==> src/rtl/em_pkg.sv <==
// rtl/em_pkg.sv - shared types and constants for the electromagnet task sequencer
package em_pkg;

  localparam int NODE_W = 5;
  localparam logic [NODE_W-1:0] IDLE_NODE = 5'd31;

  // Nodes on which the electromagnet driver latches the magnet
  localparam int N_LATCH = 4;
  localparam logic [N_LATCH*NODE_W-1:0] LATCH_NODES = {5'd23, 5'd22, 5'd11, 5'd10};

  typedef enum logic [2:0] {
    IDLE,
    SEEK_PICK,
    CONFIRM,
    CARRY,
    RELEASE,
    FAULT
  } state_t;

  function automatic logic is_latch_node(input logic [NODE_W-1:0] n);
    logic hit;
    hit = 1'b0;
    for (int i = 0; i < N_LATCH; i++) begin
      if (LATCH_NODES[i*NODE_W +: NODE_W] == n) hit = 1'b1;
    end
    return hit;
  endfunction

endpackage

==> src/rtl/dist_confirm.sv <==
// rtl/dist_confirm.sv - consecutive near-sample counter for block presence
module dist_confirm #(
  parameter int DIST_W    = 9,
  parameter int NEAR_CM   = 10,
  parameter int CONFIRM_N = 4
) (
  input  logic              clk,
  input  logic              rst_n,
  input  logic              clear,
  input  logic              dist_valid,
  input  logic [DIST_W-1:0] dist_cm,
  output logic              confirmed
);

  localparam int CNT_W = $clog2(CONFIRM_N + 1);

  logic [CNT_W-1:0] cnt_q;
  logic [CNT_W-1:0] cnt_d;

  always_comb begin
    cnt_d = cnt_q;
    if (clear) begin
      cnt_d = '0;
    end else if (dist_valid) begin
      if (dist_cm <= DIST_W'(NEAR_CM)) begin
        if (cnt_q != CNT_W'(CONFIRM_N)) cnt_d = cnt_q + CNT_W'(1);
      end else begin
        cnt_d = '0;
      end
    end
  end

  always_ff @(posedge clk or negedge rst_n) begin
    if (!rst_n) cnt_q <= '0;
    else        cnt_q <= cnt_d;
  end

  // Looks at the post-sample count so the sequencer can act on the same edge
  assign confirmed = (cnt_d == CNT_W'(CONFIRM_N));

endmodule

==> src/rtl/em_task_sequencer.sv <==
// rtl/em_task_sequencer.sv - pick/drop task sequencer feeding the electromagnet driver
module em_task_sequencer #(
  parameter int                        NODE_W         = em_pkg::NODE_W,
  parameter int                        DIST_W         = 9,
  parameter int                        NEAR_CM        = 10,
  parameter int                        CONFIRM_N      = 4,
  parameter int                        TIMEOUT_CYCLES = 50_000_000,
  parameter int                        DELATCH_CYCLES = 25_000_000,
  parameter logic [NODE_W-1:0]         IDLE_NODE      = em_pkg::IDLE_NODE
) (
  input  logic              clk,
  input  logic              rst_n,
  input  logic              en,
  input  logic              task_valid,
  output logic              task_ready,
  input  logic [NODE_W-1:0] pick_node,
  input  logic [NODE_W-1:0] drop_node,
  input  logic              node_valid,
  input  logic [NODE_W-1:0] node_id,
  input  logic              dist_valid,
  input  logic [DIST_W-1:0] dist_cm,
  output logic [NODE_W-1:0] future_node,
  output logic              delatch,
  output logic              busy,
  output logic              done,
  output logic              fault
);

  import em_pkg::*;

  localparam int TMO_W = (TIMEOUT_CYCLES > 1) ? $clog2(TIMEOUT_CYCLES) : 1;
  localparam int DL_W  = (DELATCH_CYCLES > 1) ? $clog2(DELATCH_CYCLES) : 1;

  state_t            state_q, state_d;
  logic [NODE_W-1:0] pick_q, pick_d;
  logic [NODE_W-1:0] drop_q, drop_d;
  logic [NODE_W-1:0] fnode_d;
  logic              delatch_d, done_d, fault_d;
  logic [TMO_W-1:0]  tmo_q, tmo_d;
  logic [DL_W-1:0]   dl_q, dl_d;
  logic              handshake;
  logic              confirmed;

  dist_confirm #(
    .DIST_W    (DIST_W),
    .NEAR_CM   (NEAR_CM),
    .CONFIRM_N (CONFIRM_N)
  ) u_dist_confirm (
    .clk        (clk),
    .rst_n      (rst_n),
    .clear      (state_q != CONFIRM),
    .dist_valid (dist_valid),
    .dist_cm    (dist_cm),
    .confirmed  (confirmed)
  );

  assign handshake = task_valid & task_ready & en;

  always_comb begin
    state_d   = state_q;
    pick_d    = pick_q;
    drop_d    = drop_q;
    fnode_d   = future_node;
    delatch_d = delatch;
    done_d    = 1'b0;
    fault_d   = fault;
    tmo_d     = tmo_q;
    dl_d      = dl_q;

    case (state_q)
      IDLE, FAULT: begin
        if (handshake) begin
          pick_d  = pick_node;
          drop_d  = drop_node;
          fnode_d = IDLE_NODE;
          if (pick_node == drop_node) begin
            state_d   = FAULT;
            fault_d   = 1'b1;
            delatch_d = 1'b1;
          end else begin
            state_d   = SEEK_PICK;
            fault_d   = 1'b0;
            delatch_d = 1'b0;
          end
        end
      end

      SEEK_PICK: begin
        if (!en) begin
          state_d = IDLE;
        end else if (node_valid && node_id == pick_q) begin
          state_d = CONFIRM;
          tmo_d   = '0;
        end
      end

      CONFIRM: begin
        // A confirmation on the final timeout cycle still counts
        if (!en) begin
          state_d = IDLE;
        end else if (confirmed) begin
          state_d = CARRY;
          fnode_d = pick_q;
        end else if (tmo_q == TMO_W'(TIMEOUT_CYCLES - 1)) begin
          state_d   = FAULT;
          fault_d   = 1'b1;
          delatch_d = 1'b1;
          fnode_d   = IDLE_NODE;
        end else begin
          tmo_d = tmo_q + TMO_W'(1);
        end
      end

      CARRY: begin
        // Losing enable while carrying still drops the block safely
        if (!en || (node_valid && node_id == drop_q)) begin
          state_d   = RELEASE;
          delatch_d = 1'b1;
          dl_d      = '0;
        end
      end

      RELEASE: begin
        if (dl_q == DL_W'(DELATCH_CYCLES - 1)) begin
          state_d   = IDLE;
          delatch_d = 1'b0;
          fnode_d   = IDLE_NODE;
          done_d    = 1'b1;
        end else begin
          dl_d = dl_q + DL_W'(1);
        end
      end

      default: begin
        state_d   = IDLE;
        delatch_d = 1'b0;
        fnode_d   = IDLE_NODE;
      end
    endcase
  end

  always_ff @(posedge clk or negedge rst_n) begin
    if (!rst_n) begin
      state_q     <= IDLE;
      pick_q      <= '0;
      drop_q      <= '0;
      future_node <= IDLE_NODE;
      delatch     <= 1'b0;
      done        <= 1'b0;
      fault       <= 1'b0;
      task_ready  <= 1'b1;
      busy        <= 1'b0;
      tmo_q       <= '0;
      dl_q        <= '0;
    end else begin
      state_q     <= state_d;
      pick_q      <= pick_d;
      drop_q      <= drop_d;
      future_node <= fnode_d;
      delatch     <= delatch_d;
      done        <= done_d;
      fault       <= fault_d;
      task_ready  <= (state_d == IDLE) || (state_d == FAULT);
      busy        <= (state_d != IDLE);
      tmo_q       <= tmo_d;
      dl_q        <= dl_d;
    end
  end

endmodule

==> config.mk <==
export PLATFORM = sky130hd
export DESIGN_NAME = em_task_sequencer
export DESIGN_NICKNAME = d
export VERILOG_FILES = /design/src/rtl/em_pkg.sv /design/src/rtl/dist_confirm.sv /design/src/rtl/em_task_sequencer.sv
export SDC_FILE = /design/constraint.sdc
export NUM_CORES = 1
export LEC_CHECK = 0
export BUFFER_PORTS_ARGS = -buffer_cell sky130_fd_sc_hd__buf_2
export CAP_MARGIN = 40
export CORE_MARGIN = 2
export CORE_UTILIZATION = 50
export DETAILED_ROUTE_END_ITERATION = 10
export HOLD_SLACK_MARGIN = 0.15
export PLACE_DENSITY = 0.74
export SLEW_MARGIN = 5
export SYNTH_ARGS = -nofsm -noshare
export SYNTH_HDL_FRONTEND = slang
export SYNTH_SLANG_ARGS = --single-unit
export TNS_END_PERCENT = 30
==> constraint.sdc <==
create_clock -name clk -period 6.5 [get_ports clk]
set_input_delay 0.975 -clock clk [delete_from_list [all_inputs] [get_ports clk]]
set_output_delay 0.975 -clock clk [all_outputs]
set_load 0.1 [all_outputs]
Yosys cells after proc, flatten, opt, wreduce, memory -nomap -nowiden
Index checks and enable logic that the tools add are counted. W data, S select, Z words.

Bits in registers: 77. Input port bits: 30. Output and inout bits: 10.

Add/sub/neg operators: 3. Order comparisons: 1. Equality and inequality tests: 25. Multiplexer cells: 40. Bitwise operators: 4. Reduce and logical (&&, ||, !) cells: 19.

Operator list (count): $mux W26 (5); $pmux W26 S2 (1); $mux W25 (2); $pmux W25 S2 (1); $mux W3 (13); $add A26 B1 Y26 const B (1); $eq A26 B26 Y1 const B (1); $add A25 B1 Y25 const B (1); $eq A25 B25 Y1 const B (1); $mux W5 (5); $ne A2 B2 Y1 const B (10); $pmux W5 S4 (1); $eq A5 B5 Y1 (3); $pmux W3 S5 (1); $eq A3 B3 Y1 const B (4); $reduce_and A5 Y1 (2); $le A9 B4 Y1 const B (1); $mux W1 (9); $reduce_and A7 Y1 (1); $eq A3 B2 Y1 const B (2); $logic_not A3 Y1 (2); $ne A3 B3 Y1 const B (2); $reduce_and A6 Y1 (1); $reduce_bool A2 Y1 (3); 14 further kinds (19).

Depth between registers and ports, before layout
Gate-level depths: netlist (run 1).

Depth after elaboration: 11. Gate-level depth with buffers: 9. Mapped depth without buffers: 8.

Modules after synthesis
From an unflattened synthesis (run 1), not the netlist that was laid out.

Cells, all modules: 498. Area, all modules: 4704.5 um^2.

By module, submodules not included: em_task_sequencer (instances 1, cells each 471, area an instance 4458.0 um^2); dist_confirm (instances 1, cells each 27, area an instance 246.5 um^2).

Least setup slack after synthesis (run 1)
Ideal clock, no wire load.

Kind: in2reg. Start point: in dist_cm[6]. End point: reg delatch. Library setup time: 0.128 ns. Data arrival time: 2.607 ns. Data required time: 6.372 ns. Setup slack: 3.765 ns. Cell stages on the path: 7. Cells stage by stage: or4_1 > o21ai_0 > nor4b_2 > buf_2 > a221oi_2 > nand4_1 > mux2_1.

Longest elaborated chain between the ends: 7.

Ends and longest elaborated chain: start, declared (RTL line em_task_sequencer.sv:21) `input logic [DIST_W-1:0] dist_cm,`; $le A9 B4 Y1 (RTL line dist_confirm.sv:25) `if (dist_cm <= DIST_W'(NEAR_CM)) begin`; $mux W3 (RTL line dist_confirm.sv:25); $mux W3 (RTL line dist_confirm.sv:24) `end else if (dist_valid) begin`; $mux W3 (RTL line dist_confirm.sv:22) `if (clear) begin`; $eq A3 B3 Y1 (RTL line dist_confirm.sv:39) `assign confirmed = (cnt_d == CNT_W'(CONFIRM_N));`; $ne A2 B2 Y1 (no line); $reduce_and A7 Y1 (no line); end signal, assigned (RTL line em_task_sequencer.sv:160) `delatch <= delatch_d;`; end, declared (RTL line em_task_sequencer.sv:23) `output logic delatch,`.

Every way passes these cells. A chain may end at the register's enable or synchronous reset.

Worst setup path after layout (run 1)
Start point: reg state_q[0]. End point: reg tmo_q[11].

Longest elaborated chain between the ends: 5.

Ends and longest elaborated chain: start, declared (RTL line em_task_sequencer.sv:34) `state_t state_q, state_d;`; start signal, assigned (RTL line em_task_sequencer.sv:156) `state_q <= state_d;`; $ne A3 B2 Y1 (RTL line em_task_sequencer.sv:51) `.clear (state_q != CONFIRM),`; $mux W3 (RTL line dist_confirm.sv:22); $eq A3 B3 Y1 (RTL line dist_confirm.sv:39); $ne A2 B2 Y1 (no line); $reduce_and A6 Y1 (no line); end signal, assigned (RTL line em_task_sequencer.sv:165) `tmo_q <= tmo_d;`; end, declared (RTL line em_task_sequencer.sv:39) `logic [TMO_W-1:0] tmo_q, tmo_d;`.

Parallel ways exist; a longest one is shown, timed or not.

==> results.md, run 1 <==
* Vias in the first global route at between 3000 and 4000
* Die height at ~99 um
* First-pass GRT wire length at 17900 um
* CTS tree: yes
* CP Data Arrival Time at between 3 and 4 ns
* Layout area overhead at 10.6%
* Crit Path Max Fanout at 35
* Largest net degree at the start of global routing at 67
* Post-synth top area share at 0.393
* R2r setup slk at 3.33 ns
* Post-synth EDFFs at 0
* Layout Nets at 540
* Largest buffer count on any clock path at 2
* RD Place Congestion at 0.916
* Hold-fix buffers, CTS at 0
* RSZ-0062 raised after global routing: no
* Grt ovf at 0
* Core box area at between 0.008 and 0.009 mm2
* Seq/Total Area, Yosys at 0.428
* CP Class: register to register
* Worst slew pin tran at 0.834 ns
* Clock root buffer: clkbuf_8
* Ports at 40
* Setup crit end kind: register
* Fin. max-slew vios at 0
* Crit path time final at between 3 and 4 ns
* Die area at slightly below 0.01 mm2
* Number of CTS-inserted buffers at 9
* Slew headroom at 0.443
* FF+latch count, synth at 77
* Post-synthesis async set-or-reset flop share at 1.00
* Reg-to-Reg End: tmo_q[11]$_DFFE_PN0P_
* Clock-pin slew on the worst setup and hold paths at around 0.080 ns
* Fillers at roughly 800
* Vias at 3844
* DRT iter0 DRCs at 216
* Required time of the critical path at 6.77 ns
* Synthesized area at approximately 0.0045 mm2
* Total negative slack at 0 ns
* Drt pass-1 iters at 5
* Share of cells above drive strength 1 at 0.186
* Fin util at 0.570
* Period utilisation layout at 0.487
* Mapped Avg Cell Area at approximately 9.6 um2
* Status: completed
* Pwr per Cell Area at 345 mW/mm2
* Initial Util at 0.516
* Setup bufs post-CTS at 0
* Drt via density at approximately 6.2
* Clock insertion delay at the later pin of the skew report at 0.35 ns
* Mapped Cells at ~470
* Remaining antenna violation count at 0
* Die width at roughly 99 um
* Yosys warns at 0
* DR WL/cell at approximately 16 um
* Top_reg_cell synth: dfrtp_1
* Number of gates resized after CTS at 0
* Max Fclk at between 0.3 and 0.4 GHz
* Max-Cap Viols at 0
* Gr usage total at 0.221
* Post-synth top area cell: dfrtp_1
* Detailed placer's ending HPWL at 7300 um
* R2r startpoint: state_q[0]$_DFF_PN0_
* Port Buf Inserts at 39
* Worst setup SP type: register
* Num rows at 34
* Worst vdd ir at 404 uV
* Layout Skew at between 0.01 and 0.015 ns
* Synth top area cells: dfrtp_1 (39%), o31ai_1 (5.0%), nand2_1 (4.0%)
* Final setup violation count at 0
* CTS sink count at between 70 and 80
* Leak pwr at between 0.0015 and 0.002 uW
* Net count after synthesis at 506
* Antenna violations before repair at 0
* Routed WL at 10200 um
* Antenna diode count at 0
* R2R depth at 6
* Power, Total at ~1700 uW
* Cell variety after synth at just under 70
* Endpoints failing hold at 0
* # H-tree levels at 3
* # DRC at 0
* HP Class: input pin to asynchronous set/reset pin
metal layers:
layer,vias to the layer above,share of wire,wire [um],track usage
met4,0,0.012,121,0.0685
li1,1845,-,-,-
met3,16,0.046,467,0.0362
met1,1876,0.45,4570,0.290
met5,-,0,0,0
met2,107,0.49,5030,0.376
power by group:
part | internal (uW) | switching, uW
Combinational | 190 | 428
Clock | 224 | 174
Sequential | 599 | 109
cell type report:
| type | instances | area [um2] | share of cell area |
|---|---|---|---|
| Inverter | 5 | 18.8 | 0.00376 |
| Multi-Input combinational cell | 371 | 2450 | 0.491 |
| Tap cell | 108 | 135 | 0.0270 |
| Clock inverter | 4 | 72.6 | 0.0145 |
| Sequential cell | 77 | 1930 | 0.387 |
| Timing Repair Buffer | 42 | 240 | 0.0481 |
| Clock buffer | 11 | 141 | 0.0283 |
logic make-up (layout without fill, tap and decap cells):
kind of cell,after synthesis,count (layout),synth area share
mux,19,19,0.0451
simple gates,219,219,0.277
flops,77,77,0.428
compound gates,108,108,0.167
fa+ha+maj,4,4,0.0111
buf+inv,24,62,0.0307
xor+xnor,21,21,0.0407
sequential cells by signal, summed over array words and instances, names as in the netlist:
register and flops:
fault 1, dl_q 25, drop_q 5, state_q 3, u_dist_confirm.cnt_q 3, busy 1
tmo_q 26, task_ready 1, future_node 5, delatch 1, done 1, pick_q 5
worst max-delay path by stage:
stage	start	end	slack [ns]	depth (start not counted)
6_report	state_q[0]$_DFF_PN0_	tmo_q[11]$_DFFE_PN0P_	3.33	6
5_1_grt	state_q[0]$_DFF_PN0_	tmo_q[22]$_DFFE_PN0P_	3.12	6
4_1_cts	state_q[0]$_DFF_PN0_	tmo_q[11]$_DFFE_PN0P_	3.37	6
3_5_place_dp	node_id[2]	tmo_q[16]$_DFFE_PN0P_	3.24	7
3_3_place_gp	node_id[2]	tmo_q[22]$_DFFE_PN0P_	3.29	7
2_1_floorplan	dist_cm[6]	delatch$_DFFE_PN0P_	3.76	7
synthesized netlist by cell type, types with 2 or more instances:
master    instances
a21oi_2           3
o21ai_0          15
buf_4             4
mux2_2           10
xnor2_1          12
nor2b_1           2
or2_2             2
o21ai_1           5
clkbuf_1          5
o211ai_1          6
and2_1            5
a21oi_1          28
or4b_1            2
nor3_1            6
buf_6             2
nor4b_1           4
mux2i_1           8
or3_1             8
o41ai_1           3
dfstp_2           6
or4_1            21
dfrtp_1          71
nand4b_1          2
nor4_4            2
nand2_1          48
nand3_1          29
nor2_1           37
nor4_1            7
xor2_1            9
o31ai_1          30
ha_1              4
nand2b_1         11
and3_1            7
inv_1             5
buf_2             6
nand4_1          14
worst max-delay path, stage by stage (launching register included):
cell      delay [ns]
dfrtp_1         0.52
nor2b_1         0.67
nand2b_1        0.25
nor4_4          0.65
a21oi_4         0.30
or4_1           0.55
a21oi_1         0.15
through the flow:
step           cells  area [um2]  hold WS, ns  setup WS, ns
2_1_floorplan    472        4520        0.468          3.76
3_3_place_gp     602        4760        0.458          3.29
3_5_place_dp     603        4780        0.472          3.24
4_1_cts          618        5000        0.449          3.37
5_1_grt          618        5000        0.452          3.12
6_report         618        5000        0.461          3.33
placed cells by master (no fill, tap or decap), drive strengths merged, types with 12 or more instances in the layout:
| cell | Yosys | layout |
|---|---|---|
| xnor2 | 12 | 12 |
| nor2 | 37 | 37 |
| o21ai | 20 | 20 |
| nand2 | 48 | 48 |
| dfrtp | 71 | 71 |
| nand4 | 15 | 15 |
| nand3 | 30 | 30 |
| or4 | 22 | 22 |
| buf | 14 | 42 |
| o31ai | 31 | 31 |
| a21oi | 32 | 32 |
Power figures use the tool's default switching activity.
==> inputs of run 2 (changes only) <==
--- a/config.mk
+++ b/config.mk
@@ -5,13 +5,14 @@
 export SDC_FILE = /design/constraint.sdc
 export NUM_CORES = 1
 export LEC_CHECK = 0
+export ABC_AREA = 1
 export BUFFER_PORTS_ARGS = -buffer_cell sky130_fd_sc_hd__buf_2
 export CAP_MARGIN = 40
 export CORE_MARGIN = 2
 export CORE_UTILIZATION = 50
 export DETAILED_ROUTE_END_ITERATION = 10
 export HOLD_SLACK_MARGIN = 0.15
-export PLACE_DENSITY = 0.74
+export PLACE_DENSITY = 0.73
 export SLEW_MARGIN = 5
 export SYNTH_ARGS = -nofsm -noshare
 export SYNTH_HDL_FRONTEND = slang
==> constraint.sdc (replaced) <==
create_clock -name clk -period 3.1 [get_ports clk]
set_input_delay 0.465 -clock clk [delete_from_list [all_inputs] [get_ports clk]]
set_output_delay 0.465 -clock clk [all_outputs]
set_load 0.1 [all_outputs]
==> run 2 against run 1 <==
Against the previous run:
- cell area up 11%
- synthesized cell count up 56%
- global-route usage increased by 1.8 points
- maximum frequency grew 36%
- count of clock-buffer cells in the layout up 1
- power up 140%
- combinational power is 150% higher
- critical path type unchanged
- highest routed layer unchanged
==> results.md, run 2 <==
* Status: completed (unchanged)
* GRT busiest layer: met2 (unchanged)
* RSZ-0062 raised after global routing: no (unchanged)
* Commonest cells in the synthesized netlist: nand2_1 (234), nor2_1 (91), inv_1 (78) (was dfrtp_1 (71), nand2_1 (48), nor2_1 (37))
* CP Data Arrival Time at 2.57 ns (was 3.44 ns)
* # H-tree levels at 3 (unchanged)
* Layout Nets at 806 (was 540)
* Num rows at 36 (was 34)
* Top_reg_cell synth: dfrtp_1 (unchanged)
* Number of gates resized after CTS at 0 (unchanged)
* # DRC at 0 (unchanged)
* Seq/Total Area, Yosys at 0.384 (was 0.428)
* Crit path time final at 2.33 ns (was 3.17 ns)
* Mapped Avg Cell Area at 6.85 um2 (was 9.57 um2)
* Vias in the first global route at 4569 (was 3843)
* Routed WL at 12500 um (was 10200 um)
* Clock root buffer: clkbuf_8 (unchanged)
* Initial Util at 0.515 (was 0.516)
* Commonest non-fill, non-tap cells in the layout: nand2_1 (234), nor2_1 (91), inv_1 (78) (was dfrtp_1 (71), nand2_1 (48), buf_2 (38))
* Post-synth top area share at 0.353 (was 0.393)
* Leak pwr at 0.00258 uW (was 0.00199 uW)
* Endpoints failing hold at 0 (unchanged)
* Worst Hold Depth at 3
* Crit path buf inv count at 1 (was 0)
* Routing usage on met1 at 0.333 (was 0.290)
* Antenna diode count at 0 (unchanged)
* M2 GR Usage at 0.374 (was 0.376)
* Grt ovf at 0 (unchanged)
* Reg with most FFs: tmo_q (unchanged)
* Post-synth EDFFs at 0 (unchanged)
* Number of CTS-inserted buffers at 9 (unchanged)
* Yosys warns at 0 (unchanged)
* Detailed placer's ending HPWL at 9490 um (was 7300 um)
* Finished Layout Cells at 910 (was 618)
* CTS sink count at 77 (unchanged)
* Drt pass-1 iters at 5 (unchanged)
* Reg-to-Reg End: dl_q[3]$_DFFE_PN0P_ (was tmo_q[11]$_DFFE_PN0P_)
* Crit-path leading delay family: simple AND/OR/NAND/NOR gates (unchanged)
* Largest buffer count on any clock path at 2 (unchanged)
* Max-Cap Viols at 0 (unchanged)
* Count leader, synth: nand2_1 (was dfrtp_1)
* Ports at 40 (unchanged)
* Max Fclk at 0.430 GHz (was 0.316 GHz)
* Global routing usage on met3 at 0.0439 (was 0.0362)
* Die area at 0.0109 mm2 (was 0.00981 mm2)
* CTS tree: yes (unchanged)
* Remaining antenna violation count at 0 (unchanged)
* Net count after synthesis at 769 (was 506)
* Synth top area cells: dfrtp_1 (35%), nand2_1 (17%), nor2_1 (6.8%) (was dfrtp_1 (39%), o31ai_1 (5.0%), nand2_1 (4.0%))
* Most used cell, CP: nand2_1
* Slowest CP cell: nand2_1 (was nor2b_1)
* DR WL/cell at 13.7 um (was 16.5 um)
* Placed instance count at 893 (was 603)
* Worst slew pin tran at 0.635 ns (was 0.834 ns)
* Period utilisation layout at 0.751 (was 0.487)
* Crit Path Max Fanout at 20 (was 35)
* CP Class: register to register (unchanged)
* RD Place Congestion at 0.957 (was 0.916)
* Vias at 4876 (was 3844)
* R2R depth at 11 (was 6)
* Total negative slack at 0 ns (unchanged)
* Post-synthesis async set-or-reset flop share at 1.00 (unchanged)
* Pwr per Cell Area at 739 mW/mm2 (was 345 mW/mm2)
* FF+latch count, synth at 77 (unchanged)
* Required time of the critical path at 3.34 ns (was 6.77 ns)
* Drt via density at 5.36 (was 6.22)
* DRT iter0 DRCs at 299 (was 216)
* Layout area overhead at 10.7% (was 10.6%)
* Die width at 104 um (was 99.1 um)
* Gr usage total at 0.239 (was 0.221)
* Antenna violations before repair at 0 (unchanged)
* Clock insertion delay at the later pin of the skew report at 0.36 ns (was 0.35 ns)
* R2r setup slk at 0.77 ns (was 3.33 ns)
* Cell variety after synth at 36 (was 69)
* Core box area at 0.00977 mm2 (was 0.00876 mm2)
* Fin. max-slew vios at 0 (unchanged)
* Synthesized area at 0.00503 mm2 (was 0.00452 mm2)
* Max reg flops at 26 (unchanged)
* Most common cell after layout, fill and taps aside: nand2_1 (was dfrtp_1)
* Worst vdd ir at 937 uV (was 404 uV)
* Largest net degree at the start of global routing at 55 (was 67)
* Hold Path Origin: drop_node[4]
* Die height at 104 um (was 99.1 um)
* Worst-path cell chain: ha_1, nand2_1, inv_1, nand2_1, nor2_1, nand2_1, nand2_1, nand2_1, nand2_1, o21ai_0, a21oi_1 (was nor2b_1, nand2b_1, nor4_4, a21oi_4, or4_1, a21oi_1)
* HP Class: input pin to register (was input pin to asynchronous set/reset pin)
* Slew headroom at 0.574 (was 0.443)
* Mapped Cells at 735 (was 472)
* Setup crit end kind: register (unchanged)
* Post-synth top area cell: dfrtp_1 (unchanged)
* First-pass GRT wire length at 21200 um (was 17900 um)
* Worst setup SP type: register (unchanged)
* Port Buf Inserts at 39 (unchanged)
* Final setup violation count at 0 (unchanged)
* Largest regs: tmo_q: 26 flops, dl_q: 25 flops (unchanged)
* Clock-pin slew on the worst setup and hold paths at 0.08 ns (about the same)
* CP peak stage delay at 0.52 ns (was 0.67 ns)
* Hold path endpoint: drop_q[4]$_DFFE_PN0P_
* Share of cells above drive strength 1 at 0.120 (was 0.186)
* Layout Skew at 0.0124 ns (was 0.0120 ns)
* R2r startpoint: dl_q[0]$_DFFE_PN0P_ (was state_q[0]$_DFF_PN0_)
==> run 2: metal layers <==
layer	up-vias	wire length, um
met4	0	232
met1	2275	5930
met3	25	622
met2	149	5710
met5	-	0
li1	2427	-
==> run 2: cells by family (layout without fill, tap and decap cells) <==
family          after synthesis  in the layout  synth area share
buf+inv                      99            141            0.0815
fa+ha+maj                     4              4           0.00994
xor+xnor                     29             29            0.0505
simple gates                455            455             0.397
flops                        77             77             0.384
compound gates               71             71            0.0768
==> run 2: power by group <==
| part | internal (uW) | leakage (uW) | total [uW] | switching, uW |
|---|---|---|---|---|
| registers | 1350 | 0.000993 | 1700 | 353 |
| logic | 437 | 0.00147 | 1540 | 1110 |
| clock network | 495 | 0.000116 | 871 | 376 |
==> run 2: worst max-delay path by stage <==
stage	from	to	slack [ns]	cells past startpoint
6_report	dl_q[0]$_DFFE_PN0P_	dl_q[3]$_DFFE_PN0P_	0.77	11
5_1_grt	dl_q[0]$_DFFE_PN0P_	dl_q[3]$_DFFE_PN0P_	0.61	11
4_1_cts	dl_q[0]$_DFFE_PN0P_	dl_q[3]$_DFFE_PN0P_	0.82	11
3_5_place_dp	dl_q[0]$_DFFE_PN0P_	dl_q[3]$_DFFE_PN0P_	0.84	11
3_3_place_gp	dl_q[0]$_DFFE_PN0P_	dl_q[3]$_DFFE_PN0P_	0.95	11
2_1_floorplan	task_ready$_DFF_PN1_	task_ready$_DFF_PN1_	1.27	8
==> run 2: final cells by class <==
cell class / count / area [um2]
Fill cell: 953 / 4200
Multi-Input combinational cell: 559 / 2690
Sequential cell: 77 / 1930
Inverter: 83 / 314
Timing Repair Buffer: 42 / 243
Tap cell: 133 / 166
Clock buffer: 12 / 155
Clock inverter: 4 / 70.1
==> run 2: tightest hold or removal path: cells and delay by family <==
family | cells | cell delay, ns
AO/OA/AOI/OAI | 1 | 0.06
buffers and inverters | 1 | 0.10
AND/OR/NAND/NOR | 1 | 0.05
==> run 2: repair_timing <==
action | in CTS | in global routing
hold buffers | 1 | 0
setup buffers | 0 | 0
hold endpoints to repair | 18 | 0
==> run 2: through the flow <==
stage                     total power, uW  cell area, um2  setup WS, ns  hold WS (ns)   util
final                                4120            5570         0.772         0.344  0.570
after global placement               3210            5310         0.945         0.465  0.543
after floorplan                      2880            5030          1.27         0.169      -
after CTS                            4130            5570         0.819         0.331  0.570
after detailed placement             3250            5340         0.842         0.398  0.546
after global routing                 4420            5570         0.610         0.368  0.570
==> inputs of run 3 (changes only) <==
--- a/config.mk
+++ b/config.mk
@@ -5,14 +5,14 @@
 export SDC_FILE = /design/constraint.sdc
 export NUM_CORES = 1
 export LEC_CHECK = 0
-export ABC_AREA = 1
+export ABC_AREA = 0
 export BUFFER_PORTS_ARGS = -buffer_cell sky130_fd_sc_hd__buf_2
 export CAP_MARGIN = 40
 export CORE_MARGIN = 2
 export CORE_UTILIZATION = 50
 export DETAILED_ROUTE_END_ITERATION = 10
 export HOLD_SLACK_MARGIN = 0.15
-export PLACE_DENSITY = 0.73
+export PLACE_DENSITY = 0.76
 export SLEW_MARGIN = 5
 export SYNTH_ARGS = -nofsm -noshare
 export SYNTH_HDL_FRONTEND = slang
==> constraint.sdc (replaced) <==
create_clock -name clk -period 2.05 [get_ports clk]
set_input_delay 0.3075 -clock clk [delete_from_list [all_inputs] [get_ports clk]]
set_output_delay 0.3075 -clock clk [all_outputs]
set_load 0.1 [all_outputs]
==> run 3 against run 2 <==
Against the previous run:
- sequential share of layout area is 5.6 points lower
- via count shrank 2.9%
- the run now ends with negative setup slack left
- critical endpoint is now delatch$_DFFE_PN0P_
- maximum frequency shrank 1.1%
- wire length is 20% higher
- largest power group is now combinational logic
- worst setup slack got worse by 1.1 ns
- highest routed layer unchanged
==> results.md, run 3 (same netlist as run 1, synthesis figures left out) <==
* Reg-to-Reg End: delatch$_DFFE_PN0P_ (was dl_q[3]$_DFFE_PN0P_)
* Clock insertion delay at the later pin of the skew report at 0.36 ns (about the same)
* Setup crit end kind: register (unchanged)
* Largest buffer count on any clock path at 2 (unchanged)
* Most used cell, CP: nand4_1 (was nand2_1)
* Area after detailed placement at 0.00574 mm2 (was 0.00534 mm2)
* Antenna diode count at 0 (unchanged)
* Reg with most FFs: tmo_q (unchanged)
* Endpoints failing hold at 0 (unchanged)
* Crit Path Max Fanout at 3 (was 20)
* Worst-path cell chain: nor4_2, nand4_1, or4b_4, a221oi_4, nand4_1, mux2_1 (was ha_1, nand2_1, inv_1, nand2_1, nor2_1, nand2_1, nand2_1, nand2_1, nand2_1, o21ai_0, a21oi_1)
* Multi-input logic area at 0.00291 mm2 (was 0.00269 mm2)
* Fin util at 0.758 (was 0.570)
* Initial Util at 0.516 (was 0.515)
* R2R depth at 6 (was 11)
* Status: finished with violations (was completed)
* HP Class: input pin to register (unchanged)
* Fin. max-slew vios at 0 (unchanged)
* Final setup violation count at 60 (was 0)
* Detailed placer's ending HPWL at 8660 um (was 9490 um)
* Vias in the first global route at 4626 (was 4569)
* Pwr per Cell Area at 993 mW/mm2 (was 739 mW/mm2)
* Antenna violations before repair at 0 (unchanged)
* Largest regs: tmo_q: 26 flops, dl_q: 25 flops (unchanged)
* Gr usage total at 0.276 (was 0.239)
* Slew headroom at 0.642 (was 0.574)
* Most common cell after layout, fill and taps aside: buf_4 (was nand2_1)
* # H-tree levels at 3 (unchanged)
* R2r startpoint: tmo_q[10]$_DFFE_PN0P_ (was dl_q[0]$_DFFE_PN0P_)
* R2r setup slk at -0.30 ns (was 0.77 ns)
* Seq. cell area at 0.00193 mm2 (unchanged)
* Dpl ws at -0.285 ns (was 0.842 ns)
* Failing checks: negative setup slack
* RSZ-0062 raised after global routing: yes (was no)
* Number of CTS-inserted buffers at 9 (unchanged)
* CTS tree: yes (unchanged)
* Vias at 4737 (was 4876)
* # DRC at 0 (unchanged)
* Total negative slack at -8.57 ns (was 0 ns)
* Port Buf Inserts at 39 (unchanged)
* Drt pass-1 iters at 6 (was 5)
* Max reg flops at 26 (unchanged)
* CP Data Arrival Time at 2.60 ns (was 2.57 ns)
* Worst slew pin tran at 0.532 ns (was 0.635 ns)
* DRT iter0 DRCs at 315 (was 299)
* CP Class: register to register (unchanged)
* Leak pwr at 0.00283 uW (was 0.00258 uW)
* Ports at 40 (unchanged)
* Setup WS post-layout at -0.303 ns (was 0.772 ns)
* Worst Hold Depth at 2 (was 3)
* First-pass GRT wire length at 21800 um (was 21200 um)
* Slowest CP cell: or4b_4 (was nand2_1)
* Die area at 0.00981 mm2 (was 0.0109 mm2)
* CTS sink count at 77 (unchanged)
* CP peak stage delay at 0.57 ns (was 0.52 ns)
* Layout Skew at 0.0151 ns (was 0.0124 ns)
* Hold Path Origin: drop_node[4] (unchanged)
* Hold path endpoint: drop_q[4]$_DFFE_PN0P_ (unchanged)
* Worst vdd ir at 1680 uV (was 937 uV)
* Share of cells above drive strength 1 at 0.475 (was 0.120)
* Die height at 99.1 um (was 104 um)
* Finished Layout Cells at 760 (was 910)
* Final instance area at 0.00664 mm2 (was 0.00557 mm2)
* Max Fclk at 0.425 GHz (was 0.430 GHz)
* Remaining antenna violation count at 0 (unchanged)
* RD Place Congestion at 0.876 (was 0.957)
* Largest net degree at the start of global routing at 78 (was 55)
* Layout Nets at 682 (was 806)
* Required time of the critical path at 2.29 ns (was 3.34 ns)
* Period utilisation layout at 1.15 (was 0.751)
* Max-Cap Viols at 0 (unchanged)
* Num rows at 34 (was 36)
* Layout area overhead at 47.0% (was 10.7%)
* Clock root buffer: clkbuf_8 (unchanged)
* Worst setup SP type: register (unchanged)
* Drt via density at 6.23 (was 5.36)
* Grt ovf at 0 (unchanged)
* Crit path time final at 2.35 ns (was 2.33 ns)
* Commonest non-fill, non-tap cells in the layout: buf_4 (126), dfrtp_1 (71), nand2_1 (44) (was nand2_1 (234), nor2_1 (91), inv_1 (78))
* Core box area at 0.00876 mm2 (was 0.00977 mm2)
* Die width at 99.1 um (was 104 um)
* DR WL/cell at 19.8 um (was 13.7 um)
* Fillers at 539 (was 953)
* Placed instance count at 713 (was 893)
* Clock-pin slew on the worst setup and hold paths at 0.08 ns (about the same)
* Routed WL at 15000 um (was 12500 um)
run 3: cell count changes in the layout (fill, tap and decap cells not counted), moves of 11 or more:
cell / previous run / this run
a21oi_2: 0 / 14
buf_4: 2 / 126
inv_1: 78 / 3
nand2_1: 234 / 44
nand3_1: 53 / 29
nor2_1: 91 / 36
nor3_1: 25 / 5
o21ai_0: 31 / 5
o31ai_1: 6 / 21
or2_2: 13 / 2
or4_4: 0 / 13
xor2_1: 24 / 6
run 3: metal layers:
layer	wire, um	track usage	vias up
li1	-	-	2121
met5	0	0	-
met1	5820	0.342	2304
met2	7530	0.468	246
met4	657	0.113	0
met3	1040	0.0596	66
run 3: timing repair:
item / CTS / global route
pin swaps: 35 / 44
endpoints found under the setup margin: 55 / 63
hold buffers: 1 / 0
setup buffers: 14 / 14
hold endpoints to repair: 71 / 0
resized for setup: 36 / 69
gates cloned: 4 / 0
run 3: how the worst max path moves through the flow:
stage / start / end / cells after the start
after floorplan: tmo_q[0]$_DFFE_PN0P_ / delatch$_DFFE_PN0P_ / 7
after global placement: tmo_q[10]$_DFFE_PN0P_ / delatch$_DFFE_PN0P_ / 6
after detailed placement: node_id[3] / dl_q[22]$_DFFE_PN0P_ / 8
after CTS: tmo_q[10]$_DFFE_PN0P_ / delatch$_DFFE_PN0P_ / 6
after global routing: tmo_q[10]$_DFFE_PN0P_ / delatch$_DFFE_PN0P_ / 6
final: tmo_q[10]$_DFFE_PN0P_ / delatch$_DFFE_PN0P_ / 6
run 3: report_power, final:
group,leakage (uW),total (uW),internal [uW],switching (uW)
Combinational,0.00174,3260,1390,1870
Clock,0.0000950,1150,556,596
Sequential,0.000994,2180,1900,284
run 3: critical path: cells and delay by family (launching register included):
family | cells | cell delay (ns)
simple gates | 4 | 1.22
flops | 1 | 0.41
mux | 1 | 0.33
compound gates | 1 | 0.29
run 3: cell type report:
type	count	area share
well taps	108	0.0203
clock buffers	9	0.0186
flip-flops and latches	77	0.291
repair buffers	184	0.220
clock inverters	6	0.00979
inverters	5	0.00282
multi-input cells	371	0.438
run 3: metrics by stage:
step | hold WS [ns] | power (uW)
after floorplan | 0.0119 | 3850
after global placement | 0.362 | 4650
after detailed placement | 0.365 | 4740
after CTS | 0.208 | 6200
after global routing | 0.208 | 6870
final | 0.213 | 6600
